**config.mk**
```make
export PLATFORM = sky130hd
export DESIGN_NAME = vmicro16_timer_apb
export DESIGN_NICKNAME = d
export VERILOG_FILES = /design/src/rtl/vmicro16_timer_apb_pkg.sv /design/src/rtl/vmicro16_apb_slave_fsm.sv /design/src/rtl/vmicro16_timer_apb.sv
export SDC_FILE = /design/constraint.sdc
export NUM_CORES = 1
export LEC_CHECK = 0
export CAP_MARGIN = 15
export CELL_PAD_IN_SITES_DETAIL_PLACEMENT = 1
export CELL_PAD_IN_SITES_GLOBAL_PLACEMENT = 1
export CORE_ASPECT_RATIO = 1.2
export CORE_UTILIZATION = 35
export CTS_BUF_LIST = sky130_fd_sc_hd__clkbuf_8 sky130_fd_sc_hd__clkbuf_16
export DETAILED_ROUTE_END_ITERATION = 10
export PLACE_DENSITY = 0.76
export SKIP_CTS_REPAIR_TIMING = 1
export SYNTH_ARGS = -nofsm -noshare
export SYNTH_HDL_FRONTEND = slang
export SYNTH_HIERARCHICAL = 1
export SYNTH_SLANG_ARGS = --single-unit
```
**constraint.sdc**
```tcl
create_clock -name clk -period 2.3 [get_ports clk]
set_input_delay 0.23 -clock clk [delete_from_list [all_inputs] [get_ports clk]]
set_output_delay 0.23 -clock clk [all_outputs]
set_load 0.02 [all_outputs]
```
**src/rtl/vmicro16_timer_apb_pkg.sv**
```systemverilog
// Shared constants for the vmicro16 timer peripheral: register offsets, CTRL bit
// positions, interconnect slot/address window and the APB handshake state type.
package vmicro16_timer_apb_pkg;

    localparam int TIMER_REG_CTRL   = 0;
    localparam int TIMER_REG_LOAD   = 1;
    localparam int TIMER_REG_COUNT  = 2;
    localparam int TIMER_REG_STATUS = 3;
    localparam int TIMER_REG_PRESC  = 4;

    localparam int TIMER_CTRL_EN          = 0;
    localparam int TIMER_CTRL_AUTO_RELOAD = 1;
    localparam int TIMER_CTRL_IRQ_EN      = 2;
    localparam int TIMER_CTRL_BITS        = 3;

    localparam int          APB_PSELX_TIMER0 = 3;
    localparam logic [15:0] DEF_MMU_TIMER0_S = 16'h0140;
    localparam logic [15:0] DEF_MMU_TIMER0_E = 16'h0147;

    typedef enum logic [1:0] {
        APB_IDLE,
        APB_WAIT,
        APB_RESP
    } apb_state_t;

endpackage

```
**src/rtl/vmicro16_apb_slave_fsm.sv**
```systemverilog
// Generic APB responder handshake: latches the setup phase, inserts WAIT_STATES
// PREADY=0 cycles and produces one-cycle PREADY plus matching read/write strobes.
module vmicro16_apb_slave_fsm
    import vmicro16_timer_apb_pkg::*;
#(
    parameter int BUS_WIDTH   = 16,
    parameter int ADDR_BITS   = 3,
    parameter int WAIT_STATES = 0
) (
    input  logic                 clk,
    input  logic                 reset,
    input  logic [BUS_WIDTH-1:0] paddr,
    input  logic                 pwrite,
    input  logic                 psel,
    input  logic                 penable,
    input  logic [BUS_WIDTH-1:0] pwdata,
    output logic [ADDR_BITS-1:0] addr,
    output logic [BUS_WIDTH-1:0] wdata,
    output logic                 wr_strobe,
    output logic                 rd_strobe,
    output logic                 pready
);

    localparam logic [3:0] WAIT_INIT = 4'(WAIT_STATES);

    apb_state_t           state_reg;
    logic [3:0]           wait_cnt_reg;
    logic                 write_reg;
    logic [ADDR_BITS-1:0] addr_reg;
    logic [BUS_WIDTH-1:0] wdata_reg;
    logic                 pready_reg;
    logic                 wr_strobe_reg;
    logic                 rd_strobe_reg;

    // Only the low offset bits are decoded; the interconnect already selected us.
    logic unused_paddr;
    assign unused_paddr = ^paddr[BUS_WIDTH-1:ADDR_BITS];

    always_ff @(posedge clk) begin
        if (reset) begin
            state_reg     <= APB_IDLE;
            wait_cnt_reg  <= '0;
            write_reg     <= 1'b0;
            addr_reg      <= '0;
            wdata_reg     <= '0;
            pready_reg    <= 1'b0;
            wr_strobe_reg <= 1'b0;
            rd_strobe_reg <= 1'b0;
        end else begin
            pready_reg    <= 1'b0;
            wr_strobe_reg <= 1'b0;
            rd_strobe_reg <= 1'b0;
            case (state_reg)
                APB_IDLE: begin
                    if (psel && !penable) begin
                        addr_reg     <= paddr[ADDR_BITS-1:0];
                        write_reg    <= pwrite;
                        wdata_reg    <= pwdata;
                        wait_cnt_reg <= WAIT_INIT;
                        state_reg    <= APB_WAIT;
                    end
                end
                APB_WAIT: begin
                    if (!psel) begin
                        state_reg <= APB_IDLE;
                    end else if (penable) begin
                        if (wait_cnt_reg == 4'd0) begin
                            state_reg     <= APB_RESP;
                            pready_reg    <= 1'b1;
                            wr_strobe_reg <= write_reg;
                            rd_strobe_reg <= !write_reg;
                        end else begin
                            wait_cnt_reg <= wait_cnt_reg - 4'd1;
                        end
                    end
                end
                APB_RESP: state_reg <= APB_IDLE;
                default:  state_reg <= APB_IDLE;
            endcase
        end
    end

    assign addr      = addr_reg;
    assign wdata     = wdata_reg;
    assign wr_strobe = wr_strobe_reg;
    assign rd_strobe = rd_strobe_reg;
    assign pready    = pready_reg;

endmodule

```
**src/rtl/vmicro16_timer_apb.sv**
```systemverilog
// APB 16-bit down-counting timer with auto-reload, sticky expiry flag and irq.
// Build option: define VMICRO16_TIMER_PRESCALER_EN to add the PRESC register at offset 4.
module vmicro16_timer_apb
    import vmicro16_timer_apb_pkg::*;
#(
    parameter int BUS_WIDTH   = 16,
    parameter int ADDR_BITS   = 3,
    parameter int WAIT_STATES = 0
) (
    input  logic                 clk,
    input  logic                 reset,
    input  logic [BUS_WIDTH-1:0] S_PADDR,
    input  logic                 S_PWRITE,
    input  logic                 S_PSELx,
    input  logic                 S_PENABLE,
    input  logic [BUS_WIDTH-1:0] S_PWDATA,
    output logic [BUS_WIDTH-1:0] S_PRDATA,
    output logic                 S_PREADY,
    output logic                 irq
);

    logic [ADDR_BITS-1:0] reg_addr;
    logic [BUS_WIDTH-1:0] reg_wdata;
    logic                 wr_strobe;
    logic                 rd_strobe;

    vmicro16_apb_slave_fsm #(
        .BUS_WIDTH  (BUS_WIDTH),
        .ADDR_BITS  (ADDR_BITS),
        .WAIT_STATES(WAIT_STATES)
    ) u_apb_fsm (
        .clk      (clk),
        .reset    (reset),
        .paddr    (S_PADDR),
        .pwrite   (S_PWRITE),
        .psel     (S_PSELx),
        .penable  (S_PENABLE),
        .pwdata   (S_PWDATA),
        .addr     (reg_addr),
        .wdata    (reg_wdata),
        .wr_strobe(wr_strobe),
        .rd_strobe(rd_strobe),
        .pready   (S_PREADY)
    );

    logic [TIMER_CTRL_BITS-1:0] ctrl_reg;
    logic [BUS_WIDTH-1:0]       load_reg;
    logic [BUS_WIDTH-1:0]       count_reg;
    logic                       expired_reg;
    logic                       tick;
    logic                       wr_ctrl, wr_load, wr_count, wr_status;
    logic [BUS_WIDTH-1:0]       rdata;

    assign wr_ctrl   = wr_strobe && (reg_addr == ADDR_BITS'(TIMER_REG_CTRL));
    assign wr_load   = wr_strobe && (reg_addr == ADDR_BITS'(TIMER_REG_LOAD));
    assign wr_count  = wr_strobe && (reg_addr == ADDR_BITS'(TIMER_REG_COUNT));
    assign wr_status = wr_strobe && (reg_addr == ADDR_BITS'(TIMER_REG_STATUS));

`ifdef VMICRO16_TIMER_PRESCALER_EN
    logic [BUS_WIDTH-1:0] presc_reg;
    logic [BUS_WIDTH-1:0] pcnt_reg;
    logic                 wr_presc;

    assign wr_presc = wr_strobe && (reg_addr == ADDR_BITS'(TIMER_REG_PRESC));
    assign tick     = (pcnt_reg == presc_reg);

    // Prescale counter only runs while the timer is enabled.
    always_ff @(posedge clk) begin
        if (reset) begin
            presc_reg <= '0;
            pcnt_reg  <= '0;
        end else begin
            if (wr_presc) begin
                presc_reg <= reg_wdata;
            end
            if (wr_presc || wr_ctrl) begin
                pcnt_reg <= '0;
            end else if (ctrl_reg[TIMER_CTRL_EN]) begin
                pcnt_reg <= tick ? '0 : pcnt_reg + BUS_WIDTH'(1);
            end
        end
    end
`else
    assign tick = 1'b1;
`endif

    // Statement order sets priority: a status clear loses to a new expiry,
    // while CTRL/LOAD/COUNT writes override whatever the timer did this cycle.
    always_ff @(posedge clk) begin
        if (reset) begin
            ctrl_reg    <= '0;
            load_reg    <= '0;
            count_reg   <= '0;
            expired_reg <= 1'b0;
        end else begin
            if (wr_status && reg_wdata[0]) begin
                expired_reg <= 1'b0;
            end
            if (ctrl_reg[TIMER_CTRL_EN] && tick) begin
                if (count_reg != '0) begin
                    count_reg <= count_reg - BUS_WIDTH'(1);
                end else begin
                    expired_reg <= 1'b1;
                    if (ctrl_reg[TIMER_CTRL_AUTO_RELOAD]) begin
                        count_reg <= load_reg;
                    end else begin
                        ctrl_reg[TIMER_CTRL_EN] <= 1'b0;
                    end
                end
            end
            if (wr_ctrl) begin
                ctrl_reg <= reg_wdata[TIMER_CTRL_BITS-1:0];
            end
            if (wr_load) begin
                load_reg <= reg_wdata;
            end
            if (wr_count) begin
                count_reg <= reg_wdata;
            end
        end
    end

    always_comb begin
        rdata = '0;
        if (rd_strobe) begin
            case (reg_addr)
                ADDR_BITS'(TIMER_REG_CTRL):   rdata = BUS_WIDTH'(ctrl_reg);
                ADDR_BITS'(TIMER_REG_LOAD):   rdata = load_reg;
                ADDR_BITS'(TIMER_REG_COUNT):  rdata = count_reg;
                ADDR_BITS'(TIMER_REG_STATUS): rdata = BUS_WIDTH'(expired_reg);
`ifdef VMICRO16_TIMER_PRESCALER_EN
                ADDR_BITS'(TIMER_REG_PRESC):  rdata = presc_reg;
`endif
                default:                      rdata = '0;
            endcase
        end
    end

    assign S_PRDATA = rdata;
    assign irq      = expired_reg & ctrl_reg[TIMER_CTRL_IRQ_EN];

endmodule

```
* Yosys cells after proc, flatten, opt, wreduce, memory -nomap -nowiden *
Cells that the tools add are included.

word-level totals
  register bits after elaboration = 65
  bits in latches = 0
  bits in writable memories = 0
  ROM bits = 0
  output and inout bits = 18
  memories = 0

operators by class
  add/subtract/negate cells = 2
  multiply operators = 0
  div/mod/pow operators = 0
  order comparisons = 0
  eq/ne operators = 10
  shifts and indexed selects = 0
  muxes and demuxes = 24
  bitwise operators = 5
  reduce and logical (&&, ||, !) cells = 21

operators with widths
  cell                                                    number
  two-way mux 16 bit                                      5
  case mux 16 bit (4 select lines)                        1
  two-way mux 4 bit                                       4
  nonzero test 16 bit                                     1
  subtractor 16 x 1 -> 16 bit (second input constant)     1
  two-way mux 1 bit                                       8
  two-way mux 2 bit                                       4
  case mux 4 bit (2 select lines)                         1
  == test 3 x 2 -> 1 bit (second input constant)          2
  logical AND 1 bit                                       6
  inequality test 2 bit (second input constant)           3
  AND reduction 5 bit                                     1
  OR reduction 5 bit                                      1
  logical NOT 4 bit                                       1
  inverter 1 bit                                          4
  case mux 2 bit (2 select lines)                         1
  AND reduction 2 bit                                     2
  nonzero test 2 bit                                      2
  OR reduction 4 bit                                      1
  subtractor 4 x 1 -> 4 bit (second input constant)       1
  == test 3 x 1 -> 1 bit (second input constant)          1
  logical NOT 3 bit                                       1
  inequality test 3 x 2 -> 1 bit (second input constant)  1
  inequality test 3 bit (second input constant)           1
  7 further kinds                                         8

* Depth between registers and ports, before layout *
  depth after elaboration = 6
  mapped depth = 11
  gate-level depth less buffers = 8

* By module *
Netlist, hierarchy kept.

modules (own cells, without submodules)
  module                  times used  cells an instance  area an instance (µm²)  seq. area each (µm²)
  vmicro16_timer_apb      1           311                2214.6                  720.7
  vmicro16_apb_slave_fsm  1           130                1112.3                  580.6

* Worst setup path before layout *
OpenSTA, ideal clock, no wires.

  path type = register to register
  start point = register count_reg[0]
  end point = register count_reg[5]
  setup time = 0.086 ns
  arrival time = 2.348 ns
  path slack = -0.134 ns
  stages on the path, launching flop included = 11
  buffers on the path = 3
  period minus slack after synthesis = 2.434 ns
  cell sequence = dfxtp_1 -> inv_1 -> ha_1 -> or4b_1 -> clkbuf_1 -> or4_4 -> buf_6 -> buf_6 -> a211oi_1 -> a21oi_1 -> a211oi_1

on the way
  longest elaborated chain between the ends = 4

RTL lines
  what                                                                line                                                  RTL
  start, declared                                                     vmicro16_timer_apb.sv:48                              logic [BUS_WIDTH-1:0] count_reg;
  start signal, assigned                                              vmicro16_timer_apb.sv:101                             count_reg <= count_reg - BUS_WIDTH'(1);
  start signal, assigned                                              vmicro16_timer_apb.sv:105                             count_reg <= load_reg;
  start signal, assigned                                              vmicro16_timer_apb.sv:118                             count_reg <= reg_wdata;
  subtractor 16 x 1 -> 16 bit or nonzero test 16 bit (tied branches)  vmicro16_timer_apb.sv:101, vmicro16_timer_apb.sv:100
  two-way mux 16 bit                                                  vmicro16_timer_apb.sv:100                             if (count_reg != '0) begin
  two-way mux 16 bit                                                  vmicro16_timer_apb.sv:99                              if (ctrl_reg[TIMER_CTRL_EN] && tick) begin
  two-way mux 16 bit                                                  vmicro16_timer_apb.sv:117                             if (wr_count) begin

Parallel ways exist; a longest one is shown, timed or not. The select of a mux whose other input is x is not followed.
A chain may end at the register's enable or synchronous reset.

* Worst setup path after layout *
  start point = register count_reg[0]
  end point = register count_reg[13]

The elaborated chain is that of the path after synthesis.

==> metrics.md <==
| Metric | Value |
|---|---|
| Routed Wire Length | 11500 um |
| Pwr dens | roughly 550 nW/um^2 |
| Peak supply drop | between 0.0003 and 0.0004 V |
| # H-tree levels | 3 |
| Post-route minimum period | about 2.3 ns |
| RSZ-0062 raised after global routing | yes |
| Most numerous cell in the Yosys netlist | nand2_1 |
| Clock tree buffer depth | 2 |
| Clk pwr share | 0.453 |
| Number of cells on the worst hold path | 2 |
| Drt first pass iters | 5 |
| Starting Density | 0.364 |
| GR Util All Layers | 0.232 |
| Yosys Warn Count | 6 |
| Diode count | 0 |
| Die area | roughly 10000 sq um |
| Mux share of post-synthesis cell area | 0.0218 |
| Root Driver | clkbuf_8 |
| CTS tree | done |
| Cells after DPL | about 600 |
| Initial DRC count | between 200 and 300 |
| Comb power frac | 0.062 |
| CP Class | flop to flop |
| Reg2reg end | count_reg[13] |
| Synthesized flop and latch total | 65 |
| Final Instance Area | around 4400 sq um |
| R2R setup slack | 0.02 ns |
| DP Wirelength | 7890 um |
| Metal-1 WL | 4940 um |
| Post-synthesis xor/xnor area fraction | 0.00790 |
| Post-synthesis sequential area ratio | 0.391 |
| Initial antenna violation count | 0 |
| Area share of fa/ha/maj cells after synthesis | 0.0150 |
| Worst-Skew Late Latency | 0.35 ns |
| Reg clk slew, reported paths | about 0.080 ns |
| Port bufs | 41 |
| Post-route DRC | 0 |
| Crit-path max FO | 8 |
| Switching Share | 0.244 |
| HP Start | reset |
| Post-synth cell types | 51 |
| Seq pwr share | 0.485 |
| Largest net degree at the start of global routing | 23 |
| Worst relative slew slack | 0.549 |
| Pre-CTS worst setup slack | -0.0540 ns |
| Final setup margin | approximately 0.025 ns |
| Synth area leader | dfxtp_1 |
| WL/cell | 18.4 um |
| Core area | roughly 9100 sq um |
| Worst-Margin Slew | around 0.68 ns |
| Ports | 55 |
| Worst path arrival time | about 2.5 ns |
| Fin nets | 540 |
| First-pass GRT wire length | ~18000 um |
| Max Clock Freq | 0.440 GHz |
| Met2 wire length | roughly 5400 um |
| Die height | between 100 and 150 um |
| Cell Int Power | approximately 1.8 mW |
| Startpoint types | flop |
| Commonest cells in the netlist | 90 x nand2_1, 65 x dfxtp_1, 60 x nor2_1 |
| Proportion of layout cells with a drive suffix above 1 | 0.163 |
| Final setup fails | 0 |
| Total number of vias | between 3000 and 4000 |
| Post-synth EDFFs | 0 |
| Pins Over Slew Limit | 0 |
| Outcome | completed |
| Syn_nets | between 400 and 500 |
| Area Overhead vs Synth | 31.4% |
| Top_reg_cell synth | dfxtp_1 |
| FF/Latch Area | 1310 sq um |
| Min Hold Slack | between 0.3 and 0.4 ns |
| Main combinational cell family by area after synthesis | simple AND/OR/NAND/NOR gates |
| Vias per cell | around 5.7 |
| Top-area cell type share of the netlist area | 0.391 |
| Met3 routed wirelength | roughly 650 um |
| Die Wd | slightly above 90 um |
| Vias in the first global route | approximately 3400 |
| Leak pwr | approximately 1.8 nW |
| Syn Inst Count | 441 |
| CTS sink count | 65 |
| Worst min path class | input pin to flop |
| Post-Synth Simple-Gate Area | 0.293 |
| Dpl cell area | 4000 sq um |
| Final worst clock skew | a little over 0.007 ns |
| GR Overflow Total | 0 |
| Post-synthesis async set-or-reset flop share | 0 |
| Site row count | 38 |
| CP Capture Type | flop |
| Final cycle utilization of the critical path | 0.989 |
| P_sw | between 0.5 and 0.6 mW |
| Hold EP | load_reg[8] |
| FILL cells | about 1100 |
| Area of the multi-input gates | 1940 sq um |
| Compound-Gate Fraction of Synth Area | 0.212 |
| CTS Buf Count | 9 |
| Final hold violations | 0 |
| Syn_area_per_cell | about 7.5 sq um |
| Antenna-violating nets left | 0 |
| Finished Core Util | 0.479 |
| GPL Wtd Cong | between 0.9 and 1 |
| Cells on worst reg2reg path | 10 |
| Final cell count without fillers | around 620 |
| Max Used Layer | met4 |
| Data required time of the worst path | 2.55 ns |
| Reg-to-Reg Start | count_reg[0] |
| Max-cap violations | 0 |
| Synth top area cells | dfxtp_1 39%, nand2_1 10%, a21oi_1 7.5%, nor2_1 6.8%, a22oi_1 3.2% |
| Mapped Area | 3330 sq um |
area by class of cell:
type                    count  area share
clock buffers               9      0.0283
inverters                   8     0.00687
repair buffers             78       0.166
well taps                 120      0.0343
clock inverters             7      0.0218
flip-flops and latches     65       0.299
multi-input cells         337       0.444
worst max-delay path: stages (launching register included):
cell,delay [ns]
dfxtp_2,0.33
inv_2,0.06
ha_1,0.13
or4b_4,0.51
nor4_4,0.29
buf_6,0.18
buf_4,0.14
nand2_2,0.11
a21oi_1,0.17
nor3_1,0.07
nor4_1,0.19
worst max-delay path by stage:
stage / slack (ns) / end / start
2_1_floorplan: -0.05 / count_reg[5] / count_reg[0]
3_3_place_gp: -0.001 / count_reg[11] / count_reg[1]
3_5_place_dp: -0.05 / count_reg[11] / count_reg[1]
4_1_cts: -0.18 / S_PRDATA[3] / u_apb_fsm/addr[0]
5_1_grt: -0.08 / count_reg[13] / count_reg[1]
6_report: 0.02 / count_reg[13] / count_reg[0]
metrics by stage:
step	setup TNS [ns]	total power [mW]
6_report	0	2.42
5_1_grt	-0.306	2.50
4_1_cts	-1.77	2.43
3_5_place_dp	-0.186	1.35
3_3_place_gp	-0.00112	1.34
2_1_floorplan	-0.266	1.27
power groups by stage:
stage          clock (mW)  combinational [mW]  sequential (mW)
6_report             1.09               0.150             1.17
5_1_grt              1.16               0.165             1.18
4_1_cts              1.11               0.151             1.17
3_5_place_dp            0               0.150             1.20
3_3_place_gp            0               0.146             1.20
2_1_floorplan           0              0.0869             1.19
routing by layer:
| metal | vias to the layer above | global-route usage |
|---|---|---|
| met1 | 1734 | 0.289 |
| met5 | - | 0 |
| li1 | 1671 | - |
| met3 | 37 | 0.0418 |
| met4 | 0 | 0.135 |
| met2 | 142 | 0.379 |
cell families (layout without fill, tap and decap cells):
family / after synthesis / count (layout)
and+or+nand+nor: 210 / 213
buffers and inverters: 42 / 102
adders and majority gates: 4 / 4
muxes: 6 / 6
AOI/OAI and AO/OA: 111 / 111
DFF: 65 / 65
xor gates and xnor gates: 3 / 3
cell usage in the layout (no fill, tap or decap), drive strengths merged, types with 2 or more instances in the layout:
master / instances
nor4: 6
clkinv: 4
nor4b: 2
nor2b: 5
o41ai: 3
o21ai: 10
nor3: 11
or4: 8
and2: 4
nand2b: 4
a22oi: 14
clkdlybuf4s50: 27
nor3b: 4
a32o: 2
xor2: 2
o22ai: 3
ha: 4
buf: 38
a31oi: 4
a211oi: 11
o31a: 2
dfxtp: 65
or4b: 2
dlymetal6s2s: 13
mux2i: 5
bufinv: 2
inv: 8
nand3: 3
clkbuf: 9
a41oi: 3
nand2: 90
nor2: 60
o31ai: 2
a21oi: 50
a311oi: 2
or3: 8
Note: power is estimated with default switching activity, not from simulation.
